### src/rtl/bayer_frame_streamer.sv
`default_nettype none
// ============================================================================
// Module   : bayer_frame_streamer
// Brief    : RGB pixel stream to single-channel Bayer raw stream with frame
//            start pulse, pre-frame gap, horizontal blanking and flush rows.
//            Define BAYER_STREAMER_TESTPAT_EN to add the iTestPat generator.
// Revision : 1.0 - initial release
// ============================================================================
module bayer_frame_streamer #(
    parameter int WIDTH      = 320,
    parameter int HEIGHT     = 240,
    parameter int H_BLANK    = 16,
    parameter int PRE_FRAME  = 32,
    parameter int FLUSH_ROWS = 3,
    parameter int PIXEL_BITS = 8
) (
    input  logic                                 clk,
    input  logic                                 reset,
    input  logic                                 iStart,
    input  logic [1:0]                           iBayerMode,
`ifdef BAYER_STREAMER_TESTPAT_EN
    input  logic                                 iTestPat,
`endif
    input  logic                                 iValid,
    output logic                                 iReady,
    input  logic [PIXEL_BITS-1:0]                iR,
    input  logic [PIXEL_BITS-1:0]                iG,
    input  logic [PIXEL_BITS-1:0]                iB,
    output logic                                 oNewFrame,
    output logic                                 oValid,
    output logic [PIXEL_BITS-1:0]                oData,
    output logic [$clog2(HEIGHT+FLUSH_ROWS)-1:0] oRow,
    output logic [$clog2(WIDTH)-1:0]             oCol,
    output logic                                 oBusy,
    output logic                                 oDone
);
    localparam int ROW_W   = $clog2(HEIGHT + FLUSH_ROWS);
    localparam int ROWC_W  = ROW_W + 1;
    localparam int COL_W   = $clog2(WIDTH);
    localparam int CNT_MAX = (PRE_FRAME > H_BLANK) ? PRE_FRAME : H_BLANK;
    localparam int CNT_W   = $clog2(CNT_MAX + 1);

    localparam logic [2:0] c_st_idle   = 3'd0;
    localparam logic [2:0] c_st_pre    = 3'd1;
    localparam logic [2:0] c_st_active = 3'd2;
    localparam logic [2:0] c_st_hblank = 3'd3;
    localparam logic [2:0] c_st_flush  = 3'd4;
    localparam logic [2:0] c_st_done   = 3'd5;

    localparam logic [ROWC_W-1:0] c_height     = ROWC_W'(HEIGHT);
    localparam logic [ROWC_W-1:0] c_rows_total = ROWC_W'(HEIGHT + FLUSH_ROWS);
    localparam logic [COL_W-1:0]  c_col_last   = COL_W'(WIDTH - 1);
    localparam logic [CNT_W-1:0]  c_pre_last   = CNT_W'(PRE_FRAME - 1);
    localparam logic [CNT_W-1:0]  c_hb_last    = CNT_W'((H_BLANK > 0) ? H_BLANK - 1 : 0);
    localparam logic              c_has_hblank = (H_BLANK > 0);

    logic [2:0]            r_state;
    logic [2:0]            w_state_next;
    logic [1:0]            r_mode;
    logic [ROWC_W-1:0]     r_row;
    logic [COL_W-1:0]      r_col;
    logic [CNT_W-1:0]      r_cnt;
    logic                  r_new_frame;
    logic                  r_valid;
    logic [PIXEL_BITS-1:0] r_data;
    logic [ROW_W-1:0]      r_out_row;
    logic [COL_W-1:0]      r_out_col;
    logic                  r_busy;
    logic                  r_done;

    logic                  w_start;
    logic                  w_ready;
    logic                  w_adv;
    logic                  w_col_last;
    logic [ROWC_W-1:0]     w_row_inc;
    logic [PIXEL_BITS-1:0] w_cfa;
    logic [PIXEL_BITS-1:0] w_pat;
    logic [PIXEL_BITS-1:0] w_sample;
    logic                  w_test_pat;

    // Where a finished row (row index already advanced) leads next.
    function automatic logic [2:0] f_row_exit(input logic [ROWC_W-1:0] row_n);
        if (row_n < c_height)
            f_row_exit = c_st_active;
        else if (row_n < c_rows_total)
            f_row_exit = c_st_flush;
        else
            f_row_exit = c_st_done;
    endfunction

`ifdef BAYER_STREAMER_TESTPAT_EN
    logic r_test_pat;

    always_ff @(posedge clk) begin
        if (!reset)
            r_test_pat <= 1'b0;
        else if (w_start)
            r_test_pat <= iTestPat;
    end

    assign w_test_pat = r_test_pat;
    assign w_pat      = PIXEL_BITS'(32'(r_row) + 32'(r_col));
`else
    assign w_test_pat = 1'b0;
    assign w_pat      = '0;
`endif

    always_ff @(posedge clk) begin
        if (!reset)
            r_state <= c_st_idle;
        else
            r_state <= w_state_next;
    end

    always_comb begin
        w_state_next = r_state;
        case (r_state)
            c_st_idle:   if (iStart) w_state_next = c_st_pre;
            c_st_pre:    if (r_cnt == c_pre_last) w_state_next = c_st_active;
            c_st_active,
            c_st_flush:  if (w_adv && w_col_last)
                             w_state_next = c_has_hblank ? c_st_hblank : f_row_exit(w_row_inc);
            c_st_hblank: if (r_cnt == c_hb_last) w_state_next = f_row_exit(r_row);
            c_st_done:   w_state_next = c_st_idle;
            default:     w_state_next = c_st_idle;
        endcase
    end

    always_comb begin
        w_start    = (r_state == c_st_idle) && iStart;
        w_ready    = (r_state == c_st_active) && !w_test_pat;
        w_adv      = ((r_state == c_st_active) && (w_test_pat || iValid)) ||
                     (r_state == c_st_flush);
        w_col_last = (r_col == c_col_last);
        w_row_inc  = r_row + ROWC_W'(1);
        if (r_state == c_st_flush)
            w_sample = '0;
        else if (w_test_pat)
            w_sample = w_pat;
        else
            w_sample = w_cfa;
    end

    // CFA pick keyed on {mode, row parity, column parity}; green is the default.
    always_comb begin
        w_cfa = iG;
        case ({r_mode, r_row[0], r_col[0]})
            4'b0001, 4'b0110, 4'b1011, 4'b1100: w_cfa = iB;
            4'b0010, 4'b0101, 4'b1000, 4'b1111: w_cfa = iR;
            default:                            w_cfa = iG;
        endcase
    end

    always_ff @(posedge clk) begin
        if (!reset) begin
            r_mode      <= 2'd0;
            r_row       <= '0;
            r_col       <= '0;
            r_cnt       <= '0;
            r_new_frame <= 1'b0;
            r_valid     <= 1'b0;
            r_data      <= '0;
            r_out_row   <= '0;
            r_out_col   <= '0;
            r_busy      <= 1'b0;
            r_done      <= 1'b0;
        end else begin
            r_new_frame <= w_start;
            r_done      <= (r_state == c_st_done);
            r_valid     <= w_adv;
            if (w_start)
                r_busy <= 1'b1;
            else if (r_done)
                r_busy <= 1'b0;

            if (w_start) begin
                r_mode <= iBayerMode;
                r_row  <= '0;
                r_col  <= '0;
            end else if (w_adv) begin
                r_data    <= w_sample;
                r_out_row <= r_row[ROW_W-1:0];
                r_out_col <= r_col;
                if (w_col_last) begin
                    r_col <= '0;
                    r_row <= w_row_inc;
                end else begin
                    r_col <= r_col + COL_W'(1);
                end
            end

            // Counter restarts on every state change; only PRE and HBLANK look at it.
            if (w_state_next != r_state)
                r_cnt <= '0;
            else if ((r_state == c_st_pre) || (r_state == c_st_hblank))
                r_cnt <= r_cnt + CNT_W'(1);
        end
    end

    assign iReady    = w_ready;
    assign oNewFrame = r_new_frame;
    assign oValid    = r_valid;
    assign oData     = r_data;
    assign oRow      = r_out_row;
    assign oCol      = r_out_col;
    assign oBusy     = r_busy;
    assign oDone     = r_done;

endmodule
`default_nettype wire

### config.mk
export PLATFORM = sky130hd
export DESIGN_NAME = bayer_frame_streamer
export DESIGN_NICKNAME = d
export VERILOG_FILES = /design/src/rtl/bayer_frame_streamer.sv
export SDC_FILE = /design/constraint.sdc
export NUM_CORES = 1
export LEC_CHECK = 0
export ABC_AREA = 1
export CAP_MARGIN = 20
export CORE_MARGIN = 5
export CORE_UTILIZATION = 50
export CTS_CLUSTER_DIAMETER = 60
export CTS_CLUSTER_SIZE = 20
export DETAILED_ROUTE_END_ITERATION = 10
export GPL_TIMING_DRIVEN = 0
export MAX_ROUTING_LAYER = met4
export PLACE_DENSITY = 0.86
export SLEW_MARGIN = 10
export SYNTH_ARGS = -nofsm -noshare
export SYNTH_HDL_FRONTEND = slang
export SYNTH_SLANG_ARGS = --single-unit
### constraint.sdc
create_clock -name clk -period 1.75 [get_ports clk]
set_clock_uncertainty 0.05 [all_clocks]
set_input_delay 0.175 -clock clk [delete_from_list [all_inputs] [get_ports clk]]
set_output_delay 0.175 -clock clk [all_outputs]
set_load 0.01 [all_outputs]
After elaboration in Yosys (flattened, before gate mapping)
Cells that the tools add are included.

storage, ports and cells
  register bits = 58
  bits in latches = 0
  memory bits (writable) = 0
  ROM bits = 0
  bits of input ports = 30
  memories kept = 0

cells by class
  add/subtract/negate cells = 3
  multiply operators = 0
  divide/modulo/power cells = 0
  order comparisons = 2
  eq/ne operators = 17
  shifts and indexed selects = 0
  muxes and demuxes = 12
  bitwise operators = 2
  reduce and logical (&&, ||, !) cells = 14

operators by type and width
  operator                                                              number
  9-bit by 1-bit adder with 9-bit output, second input constant         2
  9-bit by 8-bit < comparator with 1-bit output, second input constant  2
  4-bit == test, second input constant                                  4
  8-bit one-hot mux with 2 select lines                                 1
  3-bit 2-to-1 mux                                                      5
  3-bit one-hot mux with 4 select lines                                 1
  9-bit == test, second input constant                                  1
  9-bit 2-to-1 mux                                                      1
  4-bit by 3-bit == test with 1-bit output, second input constant       2
  8-bit 2-to-1 mux                                                      1
  4-bit OR reduction                                                    2
  6-bit by 1-bit adder with 6-bit output, second input constant         1
  3-bit by 2-bit == test with 1-bit output, second input constant       2
  3-bit == test, second input constant                                  2
  6-bit by 4-bit == test with 1-bit output, second input constant       1
  6-bit by 5-bit == test with 1-bit output, second input constant       1
  2-bit OR reduction                                                    3
  4-bit by 1-bit == test with 1-bit output, second input constant       1
  4-bit by 2-bit == test with 1-bit output, second input constant       1
  2-bit AND reduction                                                   2
  3-bit by 1-bit == test with 1-bit output, second input constant       1
  1-bit logical AND                                                     3
  3-bit zero test                                                       1
  1-bit 2-to-1 mux                                                      3
  other kinds (4)                                                       6

Depth between registers and ports, before layout
  depth in word-level cells = 8
  gate-level depth with buffers = 13
  depth with buffers taken out = 13

Least setup slack after synthesis
OpenSTA, ideal clock, no wires.

  path kind = reg-to-reg
  from = reg r_col[1]
  to = reg r_cnt[0]
  library setup time = 0.117 ns
  data arrival time = 1.435 ns
  path slack = 0.148 ns
  cell stages (with the launch flop) = 13
  path buffers = 0
  period minus slack after synthesis = 1.602 ns
  path through = dfxtp_1 > ha_1 > nand2_1 > inv_1 > nand2_1 > nor2_2 > nand2_8 > nand2_1 > nand2_1 > a21oi_1 > nor2_2 > nand2_4 > nor2_2

between the ends
  word-level cells in the longest chain between the ends = 6

RTL lines
  what                                   line  RTL
  from (decl)                            61    logic [COL_W-1:0] r_col;
  from (signal assigned)                 188   r_col <= r_col + COL_W'(1);
  9-bit == test                          134   w_col_last = (r_col == c_col_last);
  1-bit logical AND                      121   c_st_flush: if (w_adv && w_col_last)
  3-bit 2-to-1 mux                       121
  3-bit one-hot mux with 4 select lines  117   case (r_state)
  3-bit != test                          193   if (w_state_next != r_state)
  2-bit OR reduction (no line)           n/a
  to (signal assigned)                   196   r_cnt <= r_cnt + CNT_W'(1);
  to (decl)                              62    logic [CNT_W-1:0] r_cnt;

No other way between the ends.
A chain may end at the register's enable or synchronous reset.

Worst setup path after layout
Same ends and word-level chain as after synthesis.

==> out/results.ini <==
[cells_and_area]
fin_area_sq_um=3730
final_cell_mix=nand2_1 (80), clkdlybuf4s50_1 (57), dfxtp_1 (53), inv_1 (39), a21oi_1 (36)
drive_above_1_share=0.151
stdcell_count=530
diodes=0
area_growth_pct=35.2
final_common_cell=nand2_1
finalNetCount=486

[setup_path]
rr_worst_depth=12
slowest_stage=dfxtp_2
cp_cell_sequence=ha_4 > nand2_1 > inv_1 > nand2_1 > nor2_4 > nand2_8 > nand2_1 > nand2_1 > a21oi_2 > nor2_2 > nand2_4 > nor2_2
crit_path_max_fanout=8
end_kind=register
critical_path_class=reg -> reg
cp.arrival_ns=1.85
required_ns=1.93
cpMostUsedCell=nand2_1
critPathTopFamily=simple AND/OR/NAND/NOR gates
path_buf_inv=1
cp-start-kind=register
critical_path_depth=12
max_stage_delay_ns=0.36
r2r_slack_ns=0.08

[clocking]
clk_pin_slew_worst_paths_ns=0.07
ctsHtreeMaxLevel=3
clkLatencyLatePin_ns=0.34
clockBufferDepth=2
cts_sinks=58
ctsHoldBuffers=0
cts-root-buf=clkbuf_8
cts_tree=done
cts_made_buffers=9

[timing]
period_minus_slack_ns=1.67
max_freq_mhz=599
drv_slew=0
min_period_over_period=0.954
worst_pin_slew_ns=0.463
fin_ws_ns=0.0807
max_slew_margin=0.691
setup_viol=0
timing_hold_violations_final=0
hold_slack_ns=0.201

[place]
gp_congestion=0.849
place_ws_ns=-0.0248
dp_cells=512
hpwl_um=4950
numPortBuffers=58
post_dp_cell_area_sq_um=3430

[yosys]
synthFlopType=dfxtp_1
synth_cells=382
yosysWarnings=0
synth_fp_nets=415
yosys_register_bits=58
async_flop_share=0
synth_edf_count=0
ys_seq_area_frac=0.420
synth_area_sq_um=2760
synth.avg_cell_area_sq_um=7.23
yosysUniqueCellTypes=32

[grt]
grt_pass1_wl_um=11200
grt_max_degree=12
grt.overflow.total=0
grt_antenna_before_repair=0
grt_usage=0.199
grt_pass1_vias=2621

[routing]
drc=0
totalWireLength_um=6670
drtIter0Drc=189
vias=2732
final_antenna_net_count=0
wire_per_inst_um=12.6
routed_via_density=5.15
drt-pass1-iter-count=5

[floorplan]
dieArea_sq_um=7110
initial_core_util=0.508
core_area_sq_um=5440
die_width_um=84.3
fp.dieH_um=84.3
rows=27
io_pins=60

[run]
drv_cap=0

[outcome]
status=completed

[pwr]
leakage_nw=1.48
p_total_mw=2.76
powerDensity_nw_per_um2=739
peakVddDrop_uv=421

[min_path]
hold_class=in -> reg
holdPathStages=3

## state kept, by name, summed over array words and instances (netlist names)
name,flops
oCol,9
r_col,9
r_row,9
oData,8
oRow,8
r_cnt,6
r_state,3
r_mode,2
oBusy,1
oDone,1
oNewFrame,1
oValid,1
## worst min-delay path: stages
cell      delay [ns]
clkbuf_1        0.19
o21ai_0         0.13
a21oi_1         0.05
## power breakdown
group	total [mW]	switching, mW	internal (mW)
Clock	1.20	0.554	0.650
Sequential	1.34	0.0107	1.33
Combinational	0.214	0.106	0.109
Total	2.76	0.670	2.09
## cells in the mapped netlist (all sizes together), types with 3 or more instances
library cell  number  share of area
nand2             87           0.13
dfxtp             58           0.42
inv               47          0.066
nor2              43          0.082
a21oi             38          0.069
nand3             37          0.067
o21ai             27          0.049
nand4             13          0.032
nor3               6          0.013
buf                5          0.011
xor2               5          0.016
clkbuf             4         0.0054
ha                 3          0.014
## what timing repair did
item,CTS,global route
pin swaps,0,6
buffers inserted,0,2
resized for setup,2,20
setup endpoints to repair,7,17
gates cloned,0,0
## cell families (layout without fill, tap and decap cells)
logic type | count (synthesis) | in the layout | share of synthesized area
AND/OR/NAND/NOR | 188 | 188 | 0.333
AO/OA/AOI/OAI | 68 | 68 | 0.125
flip-flops | 58 | 58 | 0.420
buffers and inverters | 58 | 134 | 0.0847
XOR/XNOR | 6 | 6 | 0.0190
adder cells (fa/ha/maj) | 3 | 3 | 0.0136
multiplexers | 1 | 1 | 0.00362
## worst paths after layout
check                  end     start
hold reg to reg   oData[1]  oData[1]
setup reg to reg  r_cnt[0]  r_col[1]
setup / recovery  r_cnt[0]  r_col[1]
hold / removal     oCol[4]     reset
## final cells by class
cell class / count / area, sq um
repair buffers: 60 / 619
well taps: 72 / 90.1
multi-input cells: 266 / 1430
fillers: 451 / 1700
clock buffers: 9 / 124
plain buffers: 9 / 47.5
inverters: 49 / 189
flip-flops and latches: 58 / 1170
clock inverters: 7 / 70.1
## metal layers
layer  part of all wire  vias up  wire, um  global-route usage
met2               0.49       88      3240               0.326
met4              0.019        0       130               0.109
met3              0.064       12       426              0.0373
met1               0.43     1238      2880               0.229
li1                   -     1394         -                   -
met5                  0        -         0                   -
## through the flow
step	setup TNS, ns	util
final	0	0.687
after global routing	-0.281	0.687
after CTS	0	0.668
after detailed placement	-0.125	0.631
after global placement	0	0.631
after floorplan	0	-
(Power assumes the default switching activity.)
